===== src/rtl/sift_ext_pkg.sv =====
// Shared defaults, neighbour packing indices and pipeline control types for SIFT extrema detection.
// No logic of its own; imported by the compare bank and the detector top.
package sift_ext_pkg;

    localparam int DATA_W_DEF = 8;
    localparam int NUM_NB_DEF = 26;
    localparam int CNT_W_DEF  = 16;

    // 3x3x3 cube packing: lower scale, same scale without the centre, upper scale
    localparam int NB_LO_FIRST  = 0;
    localparam int NB_LO_LAST   = 8;
    localparam int NB_MID_FIRST = 9;
    localparam int NB_MID_LAST  = 16;
    localparam int NB_UP_FIRST  = 17;
    localparam int NB_UP_LAST   = 25;

    typedef struct packed {
        logic valid;
        logic sof;
        logic eof;
        logic hiOk;
        logic loOk;
    } stageCtl_t;

endpackage


===== src/rtl/sift_nb_cmp.sv =====
// Stage-1 compare bank: centre against every neighbour, strict or non-strict, unsigned.
// Latency 1 cycle, registered every clock; no backpressure.
// Strict mode is sampled together with the data it applies to.
module sift_nb_cmp #(
    parameter int DATA_W = 8,
    parameter int NUM_NB = 26
) (
    input  logic                     iclk,
    input  logic                     irst_n,
    input  logic [DATA_W-1:0]        iCenter,
    input  logic [NUM_NB*DATA_W-1:0] iNeighbors,
    input  logic                     iStrict,
    output logic [NUM_NB-1:0]        oGe,
    output logic [NUM_NB-1:0]        oLe
);

    logic [NUM_NB-1:0] geNext;
    logic [NUM_NB-1:0] leNext;

    always_comb begin
        geNext = '0;
        leNext = '0;
        for (int k = 0; k < NUM_NB; k++) begin
            if (iStrict) begin
                geNext[k] = iCenter >  iNeighbors[k*DATA_W +: DATA_W];
                leNext[k] = iCenter <  iNeighbors[k*DATA_W +: DATA_W];
            end else begin
                geNext[k] = iCenter >= iNeighbors[k*DATA_W +: DATA_W];
                leNext[k] = iCenter <= iNeighbors[k*DATA_W +: DATA_W];
            end
        end
    end

    always_ff @(posedge iclk or negedge irst_n) begin
        if (!irst_n) begin
            oGe <= '0;
            oLe <= '0;
        end else begin
            oGe <= geNext;
            oLe <= leNext;
        end
    end

endmodule


===== src/rtl/sift_extrema_detect.sv =====
// DoG local max/min detector with contrast thresholds and per-frame extrema count (optional SIFT_EXTREMA_FLAT_SUPPRESS_EN).
// Latency 2 cycles, one sample per cycle.
// No backpressure: every valid sample is accepted.
module sift_extrema_detect
    import sift_ext_pkg::*;
#(
    parameter int DATA_W = DATA_W_DEF,
    parameter int NUM_NB = NUM_NB_DEF,
    parameter int CNT_W  = CNT_W_DEF
) (
    input  logic                     iclk,
    input  logic                     irst_n,
    input  logic                     iValid,
    input  logic                     iSof,
    input  logic                     iEof,
    input  logic [DATA_W-1:0]        iCenter,
    input  logic [NUM_NB*DATA_W-1:0] iNeighbors,
    input  logic [DATA_W-1:0]        iThr_hi,
    input  logic [DATA_W-1:0]        iThr_lo,
    input  logic                     iStrict,
    output logic                     oValid,
    output logic                     oMax_en,
    output logic                     oMin_en,
    output logic [CNT_W-1:0]         oExt_cnt,
    output logic                     oCnt_valid
);

    localparam logic [CNT_W-1:0] CNT_MAX = '1;

    logic [NUM_NB-1:0] ge1;
    logic [NUM_NB-1:0] le1;
    stageCtl_t         ctl1;
    logic [CNT_W-1:0]  runCnt;

    logic              maxRaw;
    logic              minRaw;
    logic              maxSel;
    logic              minSel;
    logic              isExt;
    logic [CNT_W-1:0]  baseCnt;
    logic [CNT_W-1:0]  nextCnt;

    sift_nb_cmp #(
        .DATA_W (DATA_W),
        .NUM_NB (NUM_NB)
    ) uNbCmp (
        .iclk       (iclk),
        .irst_n     (irst_n),
        .iCenter    (iCenter),
        .iNeighbors (iNeighbors),
        .iStrict    (iStrict),
        .oGe        (ge1),
        .oLe        (le1)
    );

    always_ff @(posedge iclk or negedge irst_n) begin
        if (!irst_n) begin
            ctl1 <= '0;
        end else begin
            ctl1.valid <= iValid;
            ctl1.sof   <= iValid & iSof;
            ctl1.eof   <= iValid & iEof;
            ctl1.hiOk  <= iCenter >= iThr_hi;
            ctl1.loOk  <= iCenter <= iThr_lo;
        end
    end

    always_comb begin
        maxRaw = ctl1.valid & (&ge1) & ctl1.hiOk;
        minRaw = ctl1.valid & (&le1) & ctl1.loOk;
`ifdef SIFT_EXTREMA_FLAT_SUPPRESS_EN
        // A flat neighbourhood is neither a max nor a min and is not counted
        maxSel = maxRaw & ~minRaw;
        minSel = minRaw & ~maxRaw;
`else
        maxSel = maxRaw;
        minSel = minRaw;
`endif
        isExt   = maxSel | minSel;
        baseCnt = ctl1.sof ? '0 : runCnt;
        nextCnt = baseCnt;
        if (isExt && (baseCnt != CNT_MAX)) begin
            nextCnt = baseCnt + CNT_W'(1);
        end
    end

    always_ff @(posedge iclk or negedge irst_n) begin
        if (!irst_n) begin
            oValid     <= 1'b0;
            oMax_en    <= 1'b0;
            oMin_en    <= 1'b0;
            oCnt_valid <= 1'b0;
            oExt_cnt   <= '0;
            runCnt     <= '0;
        end else begin
            oValid     <= ctl1.valid;
            oMax_en    <= maxSel;
            oMin_en    <= minSel;
            oCnt_valid <= ctl1.valid & ctl1.eof;
            if (ctl1.valid) begin
                runCnt <= nextCnt;
            end
            if (ctl1.valid && ctl1.eof) begin
                oExt_cnt <= nextCnt;
            end
        end
    end

endmodule


===== config.mk =====
export PLATFORM = sky130hd
export DESIGN_NAME = sift_extrema_detect
export DESIGN_NICKNAME = d
export VERILOG_FILES = /design/src/rtl/sift_ext_pkg.sv /design/src/rtl/sift_nb_cmp.sv /design/src/rtl/sift_extrema_detect.sv
export SDC_FILE = /design/constraint.sdc
export NUM_CORES = 1
export LEC_CHECK = 0
export ABC_AREA = 1
export BUFFER_PORTS_ARGS = -buffer_cell sky130_fd_sc_hd__buf_2
export CAP_MARGIN = 20
export CORE_AREA = 2 2 116 163
export CTS_BUF_LIST = sky130_fd_sc_hd__clkbuf_8 sky130_fd_sc_hd__clkbuf_16
export CTS_CLUSTER_SIZE = 20
export DETAILED_ROUTE_END_ITERATION = 7
export DIE_AREA = 0 0 118 165
export HOLD_SLACK_MARGIN = 0.08
export PLACE_DENSITY = 0.82
export SLEW_MARGIN = 30
export SYNTH_ARGS = -nofsm -noshare
export SYNTH_HDL_FRONTEND = slang
export SYNTH_SLANG_ARGS = --single-unit

===== constraint.sdc =====
create_clock -name iclk -period 2.35 [get_ports iclk]
set_input_delay 0.1175 -clock iclk [delete_from_list [all_inputs] [get_ports iclk]]
set_output_delay 0.1175 -clock iclk [all_outputs]
set_load 0.02 [all_outputs]

==> results of run 1 <==
flip-flops by register name, indices dropped and copies added (netlist names):
| name | count |
|---|---|
| ctl1 | 5 |
| oCnt_valid | 1 |
| oExt_cnt | 16 |
| oMax_en | 1 |
| oMin_en | 1 |
| oValid | 1 |
| runCnt | 16 |
| uNbCmp.oGe | 26 |
| uNbCmp.oLe | 26 |
placed cells by master (no fill, tap or decap):
cell type	netlist	routed
a21oi_1	87	87
buf_12	0	1
buf_2	4	256
buf_4	1	12
bufinv_16	0	1
clkbuf_16	0	9
clkbuf_8	0	1
clkinv_1	1	1
clkinv_2	0	2
clkinvlp_4	0	1
dfrtp_1	93	93
diode_2	0	1
dlygate4sd3_1	0	4
ha_1	225	225
inv_1	312	314
inv_2	1	1
inv_4	1	1
nand2_1	357	357
nand2_2	3	3
nand3_1	55	55
nand3_2	0	1
nand3_4	1	1
nand4_1	68	68
nor2_1	75	75
nor2_2	1	1
nor2_4	3	3
nor3_1	1	1
o211ai_1	27	27
o21ai_0	31	31
o41ai_1	1	1
or2_2	26	26
stage by stage:
step / hold WS [ps] / utilization [%] / setup TNS [ps]
after floorplan: -178 / - / 0
after global placement: 173 / 63.5 / 0
after detailed placement: 184 / 63.5 / 0
after CTS: 240 / 65.4 / 0
after global routing: 274 / 65.5 / -7.88
final: 247 / 65.5 / 0
metal layers:
| metal | GRT usage, % | up-vias | wire (um) |
|---|---|---|---|
| li1 | - | 4996 | - |
| met1 | 29.5 | 4545 | 10000 |
| met2 | 53.7 | 346 | 13900 |
| met3 | 3.11 | 79 | 1290 |
| met4 | 12.4 | 0 | 920 |
| met5 | 0 | - | 0 |
kinds of logic after synthesis:
family | count (synthesis)
AOI/OAI and AO/OA | 146
buffers and inverters | 327
and+or+nand+nor | 590
adders and majority gates | 225
DFF | 93
Yosys cell counts, drive strengths merged:
master    n  share of area, %
dfrtp    93                24
or2      26               1.7
o41ai     1             0.090
nand2   360                14
clkinv    1             0.038
clkbuf    4              0.15
buf       8              0.55
nor3      1             0.051
nand3    56               3.0
nand4    68               4.4
inv     314                12
ha      225                29
nor2     79               3.3
o211ai   27               2.1
o21ai    31               1.6
a21oi    87               4.5
worst min-delay path by stage:
| stage | slack [ps] | startpoint | endpoint |
|---|---|---|---|
| 3_5_place_dp | 180 | irst_n | oExt_cnt[2] |
| 5_1_grt | 270 | iNeighbors[192] | uNbCmp.oGe[24] |
| 2_1_floorplan | -180 | irst_n | ctl1[0] |
| 3_3_place_gp | 170 | irst_n | oExt_cnt[3] |
| 4_1_cts | 240 | iThr_lo[0] | ctl1[0] |
| 6_report | 250 | iNeighbors[80] | uNbCmp.oGe[10] |
power by group:
| group | switching [mW] | leakage (nW) | internal, mW | total [mW] |
|---|---|---|---|---|
| combinational | 0.793 | 6.19 | 0.577 | 1.37 |
| sequential | 0.0698 | 1.17 | 1.73 | 1.80 |
| clock | 0.602 | 0.151 | 0.842 | 1.44 |
layout make-up:
type | count | share of cell area [%]
Timing Repair Buffer | 273 | 12.2
Clock inverter | 6 | 0.469
Tap cell | 240 | 2.56
Clock buffer | 10 | 2.04
Antenna cell | 1 | 0.0213
Inverter | 315 | 10.1
Multi-Input combinational cell | 962 | 52.8
Sequential cell | 93 | 19.8
worst register-to-register path: stages, from the launching register on:
cell     delay, ps
dfrtp_1        470
inv_4          100
nand2_1         80
inv_1           70
ha_1           180
nand2_1        100
nor2_4         140
nand2_2         90
nor2_4         150
nand3_2        290
nand3_1        190
nand2_1         80
nand3_1         70
nand2_1         60
what timing repair did:
action                     CTS  global route
buffers inserted             0             0
setup endpoints to repair    0            15
hold endpoints to repair    52             0
hold buffers                 4             0
==> results.md, run 1 <==
* Layout Cells excl Fill at 1900
* Clock Latency Late Sink at 340 ps
* Number of global-route vias before repair at 10000
* Complex-gate fraction of the synthesized area at 8.21%
* Dpl hpwl at 20600 um
* Die Y at 165 um
* Die area at 19500 um^2
* Min Tclk post-route at 2180 ps
* # fillers at 1589
* Clock root cell: clkbuf_16
* CTS Buffer Depth at 2
* Pins Over Slew Limit at 0
* Syn avg cell area at 7.07 um^2
* Seq. cell area at 2330 um^2
* Largest net degree at the start of global routing at 51
* DP Area at 11400 um^2
* Number of H-tree levels at 3
* WHS Path Cells at 5
* Final setup viols at 0
* Row count at 58
* Worst Reg-to-Reg Cells at 13
* Critical path's most frequent cell: nand2_1
* Clock Sinks at 93
* Slew margin rel. at 41.2%
* Crit end category: flip-flop
* Max Clock Skew at 10.3 ps
* Chip width at 118 um
* Status: finished, final reports clean
* CP max stage cell: dfrtp_1
* Total Routing Usage GR at 27.5%
* TritonRoute pass-1 iters at 5
* HP Class: in2reg
* Adder-cell area share of the yosys netlist at 28.8%
* Share of layout cells above drive strength 1 at 19.3%
* Worst path depth at 13
* Mux share of post-synthesis cell area at 0%
* CTS tree: done
* Via/cell ratio at 5.25
* Placed insts at 1878
* Crit-path max cell delay at 470 ps
* Mapped Cells at 1381
* Post-route clock period utilization at 92.6%
* Synthesized Nets at 1844
* Max-Cap Viols at 0
* Post-cts sizing count at 0
* Starting Density at 54.5%
* Post-layout total power at 4.61 mW
* DRC Markers at 0
* Synthesized area at 9760 um^2
* Largest delay share family, worst path: simple AND/OR/NAND/NOR gates
* Number of buffers created by CTS at 9
* R2r startpoint: ctl1[3]
* Boundary Pins at 258
* Area Overhead vs Synth at 20.2%
* Global-route wire length before repair at 43400 um
* CP bufs+invs at 2
* Footprint of the multi-input gates at 6190 um^2
* Yosys reg bits at 93
* Register area share after synthesis at 23.8%
* CORE AREA at 17900 um^2
* Leak pwr at 7.50 nW
* Gr ovfl total at 0
* Final hold vios at 0
* CP Launch Type: flip-flop
* CP Max Fanout at 12
* XOR/XNOR share of the synthesized area at 0%
* Critical Path Sink: oExt_cnt[8]
* Input/output buffers at 257
* Crit path from: ctl1[3]
* Max IR drop VDD at 0.315 mV
* Synthesis warning total at 0
* GP Congestion at 0.955
* Post-route cell area at 11700 um^2
* Pwr/cell area at 393 nW/um^2
* Cell variety after synth at 25
* Via count at 9966
* Nets at 2117
* Fmax at 0.459 GHz
* Setup CP Type: reg2reg
* Worst Path Arrival at 2410 ps
* Dpl ws at 196 ps
* Routed wire per std cell at 13.8 um
* Total wire length at 26100 um
* Largest family of logic cells by synthesized area: adder cells
* R2R Setup Slk at 170 ps
* Worst-path cell chain: inv_4 > nand2_1 > inv_1 > ha_1 > nand2_1 > nor2_4 > nand2_2 > nor2_4 > nand3_2 > nand3_1 > nand2_1 > nand3_1 > nand2_1
* Initial antenna violation count at 1
* Crit path setup slack, layout at 173 ps
* Worst reg2reg path endpoint: oExt_cnt[8]
* Antenna-violating nets left at 0
* WP data required at 2580 ps
* Simple-gate area share of the yosys netlist at 26.3%
* RSZ-0062 raised after global routing: true
* Slew @ Worst Pin at 882 ps
* CTS clk-pin slew, worst paths at 70 ps
* Number of DRC violations after detailed-routing iteration 0 at 723
No activity file was read; power rests on OpenSTA's default activity.
==> run 2: changes to the inputs <==
--- a/config.mk
+++ b/config.mk
@@ -15,6 +15,7 @@
 export DIE_AREA = 0 0 118 165
 export HOLD_SLACK_MARGIN = 0.08
 export PLACE_DENSITY = 0.82
+export RECOVER_POWER = 50
 export SLEW_MARGIN = 30
 export SYNTH_ARGS = -nofsm -noshare
 export SYNTH_HDL_FRONTEND = slang
==> results.md, run 2 (same netlist as run 1, synthesis figures left out) <==
* Commonest non-fill, non-tap cells in the layout: 357 x nand2_1, 314 x inv_1, 235 x buf_2
* Slew @ Worst Pin at 1260 ps (+378 ps)
* Input/output buffers at 257 (unchanged)
* GP Congestion at 0.955 (unchanged)
* CP bufs+invs at 2 (unchanged)
* CP Max Fanout at 12 (unchanged)
* Critical path's most frequent cell: nand2_1
* Clock Sinks at 93 (unchanged)
* Final setup viols at 0 (unchanged)
* TritonRoute pass-1 iters at 7 (+2)
* Post-route cell area at 11700 um^2 (-0.35%)
* CTS clk-pin slew, worst paths at 70 ps (about the same)
* RSZ-0062 raised after global routing: true
* Die area at 19500 um^2 (unchanged)
* Max Clock Skew at 10.0 ps (-0.227 ps)
* Worst-path cell chain: inv_4 > nand2_1 > inv_1 > ha_1 > nand2_1 > nor2_4 > nand2_2 > nor2_4 > nand3_2 > nand3_1 > nand2_1 > nand3_1 > nand2_1
* Number of global-route vias before repair at 10000 (unchanged)
* CORE AREA at 17900 um^2 (unchanged)
* Setup CP Type: reg2reg
* Share of layout cells above drive strength 1 at 18.0% (-1.3 points)
* CP Launch Type: flip-flop
* Pins Over Slew Limit at 0 (unchanged)
* Row count at 58 (unchanged)
* DP Area at 11400 um^2 (unchanged)
* Gr ovfl total at 0 (unchanged)
* Final hold vios at 0 (unchanged)
* Crit-path max cell delay at 470 ps (about the same)
* Max-Cap Viols at 0 (unchanged)
* Leak pwr at 7.41 nW (-1.3%)
* Worst Path Arrival at 2410 ps (about the same)
* Crit path setup slack, layout at 173 ps (-0.735 ps)
* HP Class: in2reg
* Nets at 2117 (unchanged)
* Antenna-violating nets left at 0 (unchanged)
* Max IR drop VDD at 0.314 mV (-0.50%)
* Number of buffers created by CTS at 9 (unchanged)
* Die Y at 165 um (unchanged)
* Dpl hpwl at 20600 um (unchanged)
* Area Overhead vs Synth at 19.7%
* Clock Latency Late Sink at 340 ps (about the same)
* Largest delay share family, worst path: simple AND/OR/NAND/NOR gates
* CTS Buffer Depth at 2 (unchanged)
* Most common cell after layout, fill and taps aside: nand2_1
* Chip width at 118 um (unchanged)
* Crit end category: flip-flop
* CP max stage cell: dfrtp_1
* Setup Fix Bufs, Post-CTS at 0 (unchanged)
* Initial antenna violation count at 1 (unchanged)
* Via count at 9976 (+0.10%)
* Post-route clock period utilization at 92.7% (about the same)
* Largest net degree at the start of global routing at 51 (unchanged)
* Global-route wire length before repair at 43400 um (unchanged)
* Number of DRC violations after detailed-routing iteration 0 at 691 (-4.4%)
* Via/cell ratio at 5.25 (+0.10%)
* CTS tree: done
* Dpl ws at 196 ps (unchanged)
* Clock root cell: clkbuf_16
* Total Routing Usage GR at 27.5% (unchanged)
* Routed wire per std cell at 13.7 um (about the same)
* DRC Markers at 0 (unchanged)
* Status: finished, final reports clean
* Pwr/cell area at 394 nW/um^2 (+0.23%)
* Hold slack final at 247 ps (-0.299 ps)
* Boundary Pins at 258 (unchanged)
* Starting Density at 54.5% (unchanged)
* Slew margin rel. at 16.0% (-25 points)
* Largest registers: uNbCmp.oGe x26, uNbCmp.oLe x26
* Fmax at 0.459 GHz (about the same)
* WP data required at 2580 ps (about the same)
* Total wire length at 26100 um (about the same)
* Min Tclk post-route at 2180 ps (+0.735 ps)
* Number of H-tree levels at 3 (unchanged)
## run 2: cell types whose count changed in the layout (fill, tap and decap cells not counted)
cell      previous run  this run
clkbuf_1             0        21
buf_2              256       235
clkbuf_2             0         1
buf_4               12        11
clkbuf_4             0         1
buf_12               1         0
## run 2: repair_timing
| item | in CTS | in global routing |
|---|---|---|
| endpoints found under the hold margin | 52 | 0 |
| resized for setup | 0 | 0 |
| setup endpoints to repair | 0 | 15 |
| hold buffers | 4 | 0 |
## run 2: area by class of cell
cell class | instances | area (um^2)
clock buffer | 10 | 239
clock inverter | 6 | 55.1
sequential | 93 | 2330
antenna | 1 | 2.50
timing repair buffer | 273 | 1390
fill | 1608 | 6230
inverter | 315 | 1180
tap | 240 | 300
multi-input combinational | 962 | 6190
## run 2: metrics by stage
| step | total power, mW | utilization, % | instances | setup TNS, ps |
|---|---|---|---|---|
| 2_1_floorplan | 2.61 | - | 1381 | 0 |
| 4_1_cts | 4.63 | 65.4 | 1898 | 0 |
| 5_1_grt | 4.94 | 65.2 | 1900 | -7.88 |
| 3_5_place_dp | 3.19 | 63.5 | 1878 | 0 |
| 3_3_place_gp | 3.13 | 63.5 | 1878 | 0 |
| 6_report | 4.60 | 65.2 | 1900 | 0 |
## run 2: metal layers
layer,part of all wire (%),vias up,GRT usage (%)
met1,38,4553,29.5
met5,0,-,0
met2,53,350,53.7
li1,-,4998,-
met3,5.1,75,3.11
met4,3.4,0,12.4
## run 2: where the power goes
part	total [mW]	switching [mW]	internal, mW
sequential	1.79	0.0691	1.73
combinational	1.37	0.794	0.574
clock	1.44	0.601	0.842
## run 2: final timing paths
check                               start        endpoint  slack [ps]  cells past startpoint
min in group asynchronous          irst_n       runCnt[0]         590                      2
min                        iNeighbors[80]  uNbCmp.oGe[10]         250                      5
max in group asynchronous          irst_n  uNbCmp.oGe[23]         420                      3
min reg2reg                  oExt_cnt[10]    oExt_cnt[10]         480                      2
max                               ctl1[3]     oExt_cnt[8]         170                     13
max reg2reg                       ctl1[3]     oExt_cnt[8]         170                     13
## run 2: worst reg2reg max path, delay by kind of cell, from the launching register on
kind | cells | cell delay [ps]
and+or+nand+nor | 10 | 1260
DFF | 1 | 470
adders and majority gates | 1 | 180
buffers and inverters | 2 | 160
